$ cat src/rtl/mat_vec_engine_if.sv
// mat_vec_engine_if: RAM read port and result stream bundled for the matrix-vector engine.
interface mat_vec_engine_if #(
  parameter int unsigned DEPTH     = 16,
  parameter int unsigned DIM       = 4,
  parameter int unsigned ACC_WIDTH = 32
);
  localparam int unsigned AW = (DEPTH > 1) ? $clog2(DEPTH) : 1;
  localparam int unsigned RW = (DIM > 1) ? $clog2(DIM) : 1;

  logic                 rd_available;
  logic [AW-1:0]        rd_addr;
  logic [31:0]          rd_data;
  logic                 res_valid;
  logic                 res_ready;
  logic [ACC_WIDTH-1:0] res_data;
  logic [RW-1:0]        res_row;

  // Engine side
  modport master (
    input  rd_available, rd_data, res_ready,
    output rd_addr, res_valid, res_data, res_row
  );

  // Memory / consumer side
  modport slave (
    output rd_available, rd_data, res_ready,
    input  rd_addr, res_valid, res_data, res_row
  );
endinterface

$ cat src/rtl/mat_vec_engine.sv
// mat_vec_engine: multiplies a row-major DIMxDIM matrix read from RAM by a latched vector and
// streams one dot product per row over a valid/ready handshake.
// Optional MATVEC_SATURATE_EN: saturating accumulate and a sticky o_sat_flag output.
module mat_vec_engine #(
  parameter int unsigned DATA_WIDTH = 8,
  parameter int unsigned DEPTH      = 16,
  parameter int unsigned DIM        = 4,
  parameter int unsigned ACC_WIDTH  = 32
) (
  input  logic                      i_clk,
  input  logic                      i_reset,
  input  logic                      i_start,
  input  logic [DIM*DATA_WIDTH-1:0] i_vec_in,
  mat_vec_engine_if.master          io_bus,
  output logic                      o_busy,
  output logic                      o_done
`ifdef MATVEC_SATURATE_EN
  ,
  output logic                      o_sat_flag
`endif
);

  localparam int unsigned AW = (DEPTH > 1) ? $clog2(DEPTH) : 1;
  localparam int unsigned RW = (DIM > 1) ? $clog2(DIM) : 1;
  localparam int unsigned PW = 32 + DATA_WIDTH;
  localparam int unsigned SW = ((ACC_WIDTH > PW) ? ACC_WIDTH : PW) + 1;
  localparam logic [RW-1:0] LastIdx = RW'(DIM - 1);

  if (DIM * DIM > DEPTH) begin : g_dim_check
    $error("mat_vec_engine: DIM*DIM exceeds DEPTH");
  end

  typedef enum logic [2:0] {StIdle, StWaitMem, StFetch, StDrain, StOutput, StDone} state_e;

  state_e                    r_state, w_state_next;
  logic [DIM*DATA_WIDTH-1:0] r_vec, w_vec_next;
  logic [ACC_WIDTH-1:0]      r_acc, w_acc_next, w_acc_upd;
  logic [RW-1:0]             r_row, w_row_next;
  logic [RW-1:0]             r_col, w_col_next;
  logic [RW-1:0]             r_col_d1, w_col_d1_next;
  logic                      r_vld_d1, w_vld_d1_next;
  logic [AW-1:0]             r_addr, w_addr_next;

  logic [DATA_WIDTH-1:0]     w_elem;
  logic [PW-1:0]             w_a, w_b, w_prod;
  logic signed [SW-1:0]      w_prod_ext, w_acc_ext, w_sum;

  // Operands are sign-extended to the product width so the low PW bits are the signed product.
  assign w_elem     = r_vec[int'(r_col_d1)*DATA_WIDTH +: DATA_WIDTH];
  assign w_a        = {{DATA_WIDTH{io_bus.rd_data[31]}}, io_bus.rd_data};
  assign w_b        = {{32{w_elem[DATA_WIDTH-1]}}, w_elem};
  assign w_prod     = w_a * w_b;
  assign w_prod_ext = {{(SW-PW){w_prod[PW-1]}}, w_prod};
  assign w_acc_ext  = {{(SW-ACC_WIDTH){r_acc[ACC_WIDTH-1]}}, r_acc};
  assign w_sum      = w_acc_ext + w_prod_ext;

`ifdef MATVEC_SATURATE_EN
  logic                 r_sat, w_sat_next, w_clamp;
  logic signed [SW-1:0] w_sat_max, w_sat_min;
  assign w_sat_max = {{(SW-ACC_WIDTH+1){1'b0}}, {(ACC_WIDTH-1){1'b1}}};
  assign w_sat_min = {{(SW-ACC_WIDTH+1){1'b1}}, {(ACC_WIDTH-1){1'b0}}};

  // Clamp the exact sum to the accumulator range.
  always_comb begin
    w_clamp   = 1'b0;
    w_acc_upd = w_sum[ACC_WIDTH-1:0];
    if (w_sum > w_sat_max) begin
      w_acc_upd = {1'b0, {(ACC_WIDTH-1){1'b1}}};
      w_clamp   = 1'b1;
    end else if (w_sum < w_sat_min) begin
      w_acc_upd = {1'b1, {(ACC_WIDTH-1){1'b0}}};
      w_clamp   = 1'b1;
    end
  end
  assign o_sat_flag = r_sat;
`else
  logic w_unused_sum_hi;
  assign w_unused_sum_hi = ^w_sum[SW-1:ACC_WIDTH];
  // Plain two's-complement wrap.
  always_comb begin
    w_acc_upd = w_sum[ACC_WIDTH-1:0];
  end
`endif

  // Next-state logic; the accumulate runs one cycle behind the address it belongs to.
  always_comb begin
    w_state_next  = r_state;
    w_vec_next    = r_vec;
    w_acc_next    = r_acc;
    w_row_next    = r_row;
    w_col_next    = r_col;
    w_col_d1_next = r_col;
    w_vld_d1_next = 1'b0;
    w_addr_next   = r_addr;
`ifdef MATVEC_SATURATE_EN
    w_sat_next    = r_sat;
`endif
    if (r_vld_d1) begin
      w_acc_next = w_acc_upd;
`ifdef MATVEC_SATURATE_EN
      w_sat_next = r_sat | w_clamp;
`endif
    end
    unique case (r_state)
      StIdle, StDone: begin
        if (i_start) begin
          w_vec_next   = i_vec_in;
          w_acc_next   = '0;
          w_row_next   = '0;
          w_col_next   = '0;
          w_addr_next  = '0;
`ifdef MATVEC_SATURATE_EN
          w_sat_next   = 1'b0;
`endif
          w_state_next = StWaitMem;
        end
      end
      StWaitMem: begin
        if (io_bus.rd_available) begin
          w_col_next   = '0;
          w_state_next = StFetch;
        end
      end
      StFetch: begin
        w_vld_d1_next = 1'b1;
        if (r_col == LastIdx) begin
          w_state_next = StDrain;
        end else begin
          w_col_next  = r_col + RW'(1);
          w_addr_next = r_addr + AW'(1);
        end
      end
      StDrain: w_state_next = StOutput;
      StOutput: begin
        if (io_bus.res_ready) begin
          if (r_row == LastIdx) begin
            w_state_next = StDone;
          end else begin
            w_row_next   = r_row + RW'(1);
            w_acc_next   = '0;
            w_col_next   = '0;
            w_addr_next  = r_addr + AW'(1);
            w_state_next = StFetch;
          end
        end
      end
      default: w_state_next = StIdle;
    endcase
  end

  // State and datapath registers.
  always_ff @(posedge i_clk or negedge i_reset) begin
    if (!i_reset) begin
      r_state  <= StIdle;
      r_vec    <= '0;
      r_acc    <= '0;
      r_row    <= '0;
      r_col    <= '0;
      r_col_d1 <= '0;
      r_vld_d1 <= 1'b0;
      r_addr   <= '0;
`ifdef MATVEC_SATURATE_EN
      r_sat    <= 1'b0;
`endif
    end else begin
      r_state  <= w_state_next;
      r_vec    <= w_vec_next;
      r_acc    <= w_acc_next;
      r_row    <= w_row_next;
      r_col    <= w_col_next;
      r_col_d1 <= w_col_d1_next;
      r_vld_d1 <= w_vld_d1_next;
      r_addr   <= w_addr_next;
`ifdef MATVEC_SATURATE_EN
      r_sat    <= w_sat_next;
`endif
    end
  end

  assign io_bus.rd_addr   = r_addr;
  assign io_bus.res_valid = (r_state == StOutput);
  assign io_bus.res_data  = r_acc;
  assign io_bus.res_row   = r_row;
  assign o_busy           = (r_state != StIdle) && (r_state != StDone);
  assign o_done           = (r_state == StDone);

endmodule

$ cat src/flat_wrapper.sv
// flat-port wrapper written by rule: the top's interface ports become plain ports
module mat_vec_engine_flat 
#(
  parameter int unsigned DATA_WIDTH = 8,
  parameter int unsigned DEPTH      = 16,
  parameter int unsigned DIM        = 4,
  parameter int unsigned ACC_WIDTH  = 32
)
  (i_clk, i_reset, i_start, i_vec_in, o_busy, o_done, io_bus_rd_available, io_bus_rd_data, io_bus_res_ready, io_bus_rd_addr, io_bus_res_valid, io_bus_res_data, io_bus_res_row);
  mat_vec_engine_if #(.DEPTH(DEPTH), .DIM(DIM), .ACC_WIDTH(ACC_WIDTH)) io_bus_i ();
  input  logic i_clk;
  input  logic i_reset;
  input  logic i_start;
  input  logic [DIM*DATA_WIDTH-1:0] i_vec_in;
  output logic o_busy;
  output logic o_done;
  input wire logic [$bits(io_bus_i.rd_available)-1:0] io_bus_rd_available;
  input wire logic [$bits(io_bus_i.rd_data)-1:0] io_bus_rd_data;
  input wire logic [$bits(io_bus_i.res_ready)-1:0] io_bus_res_ready;
  output wire logic [$bits(io_bus_i.rd_addr)-1:0] io_bus_rd_addr;
  output wire logic [$bits(io_bus_i.res_valid)-1:0] io_bus_res_valid;
  output wire logic [$bits(io_bus_i.res_data)-1:0] io_bus_res_data;
  output wire logic [$bits(io_bus_i.res_row)-1:0] io_bus_res_row;
  assign io_bus_i.rd_available = io_bus_rd_available;
  assign io_bus_i.rd_data = io_bus_rd_data;
  assign io_bus_i.res_ready = io_bus_res_ready;
  assign io_bus_rd_addr = io_bus_i.rd_addr;
  assign io_bus_res_valid = io_bus_i.res_valid;
  assign io_bus_res_data = io_bus_i.res_data;
  assign io_bus_res_row = io_bus_i.res_row;
  mat_vec_engine #(.DATA_WIDTH(DATA_WIDTH), .DEPTH(DEPTH), .DIM(DIM), .ACC_WIDTH(ACC_WIDTH)) u_core (.i_clk(i_clk), .i_reset(i_reset), .i_start(i_start), .i_vec_in(i_vec_in), .io_bus(io_bus_i), .o_busy(o_busy), .o_done(o_done));
endmodule
$ cat config.mk
export PLATFORM = sky130hd
export DESIGN_NAME = mat_vec_engine_flat
export DESIGN_NICKNAME = d
export VERILOG_FILES = /design/src/rtl/mat_vec_engine_if.sv /design/src/rtl/mat_vec_engine.sv /design/src/flat_wrapper.sv
export SDC_FILE = /design/constraint.sdc
export NUM_CORES = 1
export LEC_CHECK = 0
export ABC_AREA = 0
export CAP_MARGIN = 20
export CORE_AREA = 2 2 188 172
export CTS_CLUSTER_DIAMETER = 50
export DETAILED_ROUTE_END_ITERATION = 8
export DIE_AREA = 0 0 190 174
export DONT_BUFFER_PORTS = 1
export SLEW_MARGIN = 30
export SYNTH_ARGS = -nofsm -noshare
export SYNTH_HDL_FRONTEND = slang
export SYNTH_SLANG_ARGS = --single-unit
export TNS_END_PERCENT = 30
$ cat constraint.sdc
create_clock -name i_clk -period 9.5 [get_ports i_clk]
set_clock_uncertainty 0.2 [all_clocks]
set_input_delay 0.95 -clock i_clk [delete_from_list [all_inputs] [get_ports i_clk]]
set_output_delay 0.95 -clock i_clk [all_outputs]
set_load 0.01 [all_outputs]
==> results_dict.tcl <==
set metrics [dict create \
    finalCritPeriodShare_pct 71.9 \
    post_cts_buffers 0 \
    path_class "reg -> reg" \
    insertion_delay_ps 350 \
    synth_cell_types 59 \
    path_max_fanout 30 \
    initial_core_util_pct 34.5 \
    antenna_found_initial 0 \
    crit_path_start "u_core.r_col_d1[0]" \
    hold_class "in -> async" \
    finalSetupViolCount 0 \
    die_w_microns 190 \
    synth_area_sq_um 10800 \
    synth-seq-cells 78 \
    dp_slack_ps 2770 \
    first_global_vias 8206 \
    clk_pin_slew_ps 70 \
    layout_setup_ws_ps 2670 \
    dr.first_iter.drc_count 399 \
    cts_hold_buf 0 \
    setup_total_negative_slack_ps 0 \
    ant_nets 0 \
    die_height_microns 174 \
    h-tree-depth 3 \
    syn_to_final_growth_pct 6.49 \
    final_hold_viol_count 0 \
    drive_above_1_share_pct 6.84 \
    synth_common_cells "187 x fa_1, 140 x inv_1, 105 x and2_1" \
    synth.top_cell.area_share_pct 34.7 \
    ys_async_sr_fraction_pct 100 \
    core_area_sq_um 31300 \
    pin_count 110 \
    worst_setup_path_end_kind "flip-flop" \
    crit_path_start_kind "flip-flop" \
    yosysTopAreaCell "fa_1" \
    finalCriticalPeriod_ps 6830 \
    cts_root_buf "clkbuf_16" \
    grt.overflow.total 0 \
    antenna-diode-count 0 \
    die_area_sq_um 33100 \
    ys.flop_type "dfrtp_1" \
    grt_usage_pct 17.3 \
    grt_pass1_wl_mm 45.1 \
    port-buffer-count 0 \
    required_ps 9540 \
    rsz0062_at_grt "no" \
    syn_nets 1395 \
    layout.nets 1373 \
    cap_violations 0 \
    clock_path_buffers 2 \
    relSlewSlack_pct 41.6 \
    synth_cells 1069 \
    yosysMostFrequentCell "fa_1" \
    post-route-util_pct 36.7 \
    firstDrtPassIters 4 \
    layout.cells.non_filler 1468 \
    ys_top_cells_by_area "fa_1 35%, dfrtp_1 18%, ha_1 8.1%" \
    max_freq_ghz 0.146 \
    routabilityCongestion 0.836 \
    placed_cells 1452 \
    synth_edf_count 0 \
    syn_avg_cell_area_sq_um 10.1 \
    synth_sequential_area_ratio_pct 18.1 \
    wirelength_mm 26.9 \
    status "finished clean" \
    critPathArrivalTime_ps 6870 \
    ys_warn_count 0 \
    timing.rr.start "u_core.r_col_d1[0]" \
    vias 7371 \
    grt_max_degree 79 \
    tightestPinTransition_ps 876 \
    wire_per_inst_microns 18.3 \
    slew_viol_final 0 \
    dp_hpwl_mm 21.3 \
    via_per_inst 5.02 \
    route.detailed.drc 0 \
    cts.sinks 78 \
    cts_buffers 9 \
    rows 62 \
    cts_tree "done" \
    postCtsResizedCells 0 \
]
cell families (layout without fill, tap and decap cells):
| logic type | after synthesis | after routing | share of synthesized area, % |
|---|---|---|---|
| adder cells (fa/ha/maj) | 257 | 257 | 42.9 |
| AND/OR/NAND/NOR | 351 | 351 | 16.3 |
| multiplexers | 60 | 60 | 6.67 |
| XOR/XNOR | 33 | 33 | 2.81 |
| buffers and inverters | 177 | 160 | 6.27 |
| flip-flops | 78 | 78 | 18.1 |
| AO/OA/AOI/OAI | 113 | 113 | 6.92 |
critical path, cell delays in order (launching register included):
cell and delay [ps]:
dfrtp_1 710, mux4_2 910, and2_1 310, fa_1 460, fa_1 500, inv_1 50
fa_1 530, inv_1 50, fa_1 390, fa_1 470, ha_1 340, o21a_1 150
a21oi_1 110, a211oi_1 420, o21bai_1 150, a31oi_1 280, a31oi_1 160, or4_1 410
o311ai_1 100
through the flow:
stage | hold WS [ps] | area, sq um
finish | 84.9 | 11500
global placement | 197 | 11200
detailed placement | 212 | 11200
global route | 71.5 | 11500
floorplan | 177 | 10800
CTS | 75.0 | 11500
flip-flops by register name, summed over array words and instances, names as in the netlist:
register	cells
u_core.r_state	3
u_core.r_col_d1	2
u_core.r_vec	32
u_core.r_col	2
u_core.io_bus.rd_addr	4
u_core.r_vld_d1	1
u_core.io_bus.res_data	32
u_core.io_bus.res_row	2
final timing paths:
path                                                    to  slack [ps]  cells after the start
worst max register to register  u_core.io_bus.res_data[24]        2670                     18
worst min-delay path                      u_core.r_vec[19]          80                      0
worst min register to register          u_core.r_col_d1[1]         220                      0
max in group asynchronous       u_core.io_bus.res_data[14]        8890                      0
worst max-delay path            u_core.io_bus.res_data[24]        2670                     18
min in group i_clk                      u_core.r_col_d1[1]         220                      0
area by class of cell:
| type | count | area (sq um) |
|---|---|---|
| Clock buffer | 9 | 225 |
| Timing Repair Buffer | 3 | 22.5 |
| Inverter | 141 | 529 |
| Sequential cell | 78 | 1950 |
| Clock inverter | 7 | 58.8 |
| Multi-Input combinational cell | 814 | 8160 |
| Fill cell | 3175 | 19800 |
| Tap cell | 416 | 520 |
cell usage in the layout, fill, tap and decap left out, types with 29 or more instances in the layout:
master   count
nor2b_1     29
and2_1     105
dfrtp_1     77
nand2_1    103
inv_1      140
nor2_1      67
a21oi_1     29
ha_1        70
fa_1       187
mux2_2      34
metal layers:
| metal | vias to the layer above | share of wire (%) | track usage [%] |
|---|---|---|---|
| met5 | - | 0 | 0 |
| met2 | 178 | 46 | 27.8 |
| met4 | 0 | 1.3 | 3.04 |
| li1 | 3357 | - | - |
| met1 | 3812 | 44 | 23.0 |
| met3 | 24 | 8.0 | 5.77 |
Power is left out: the tool's default activity adds up to more than one toggle a clock period on the data nets, which glitch-free logic cannot reach.
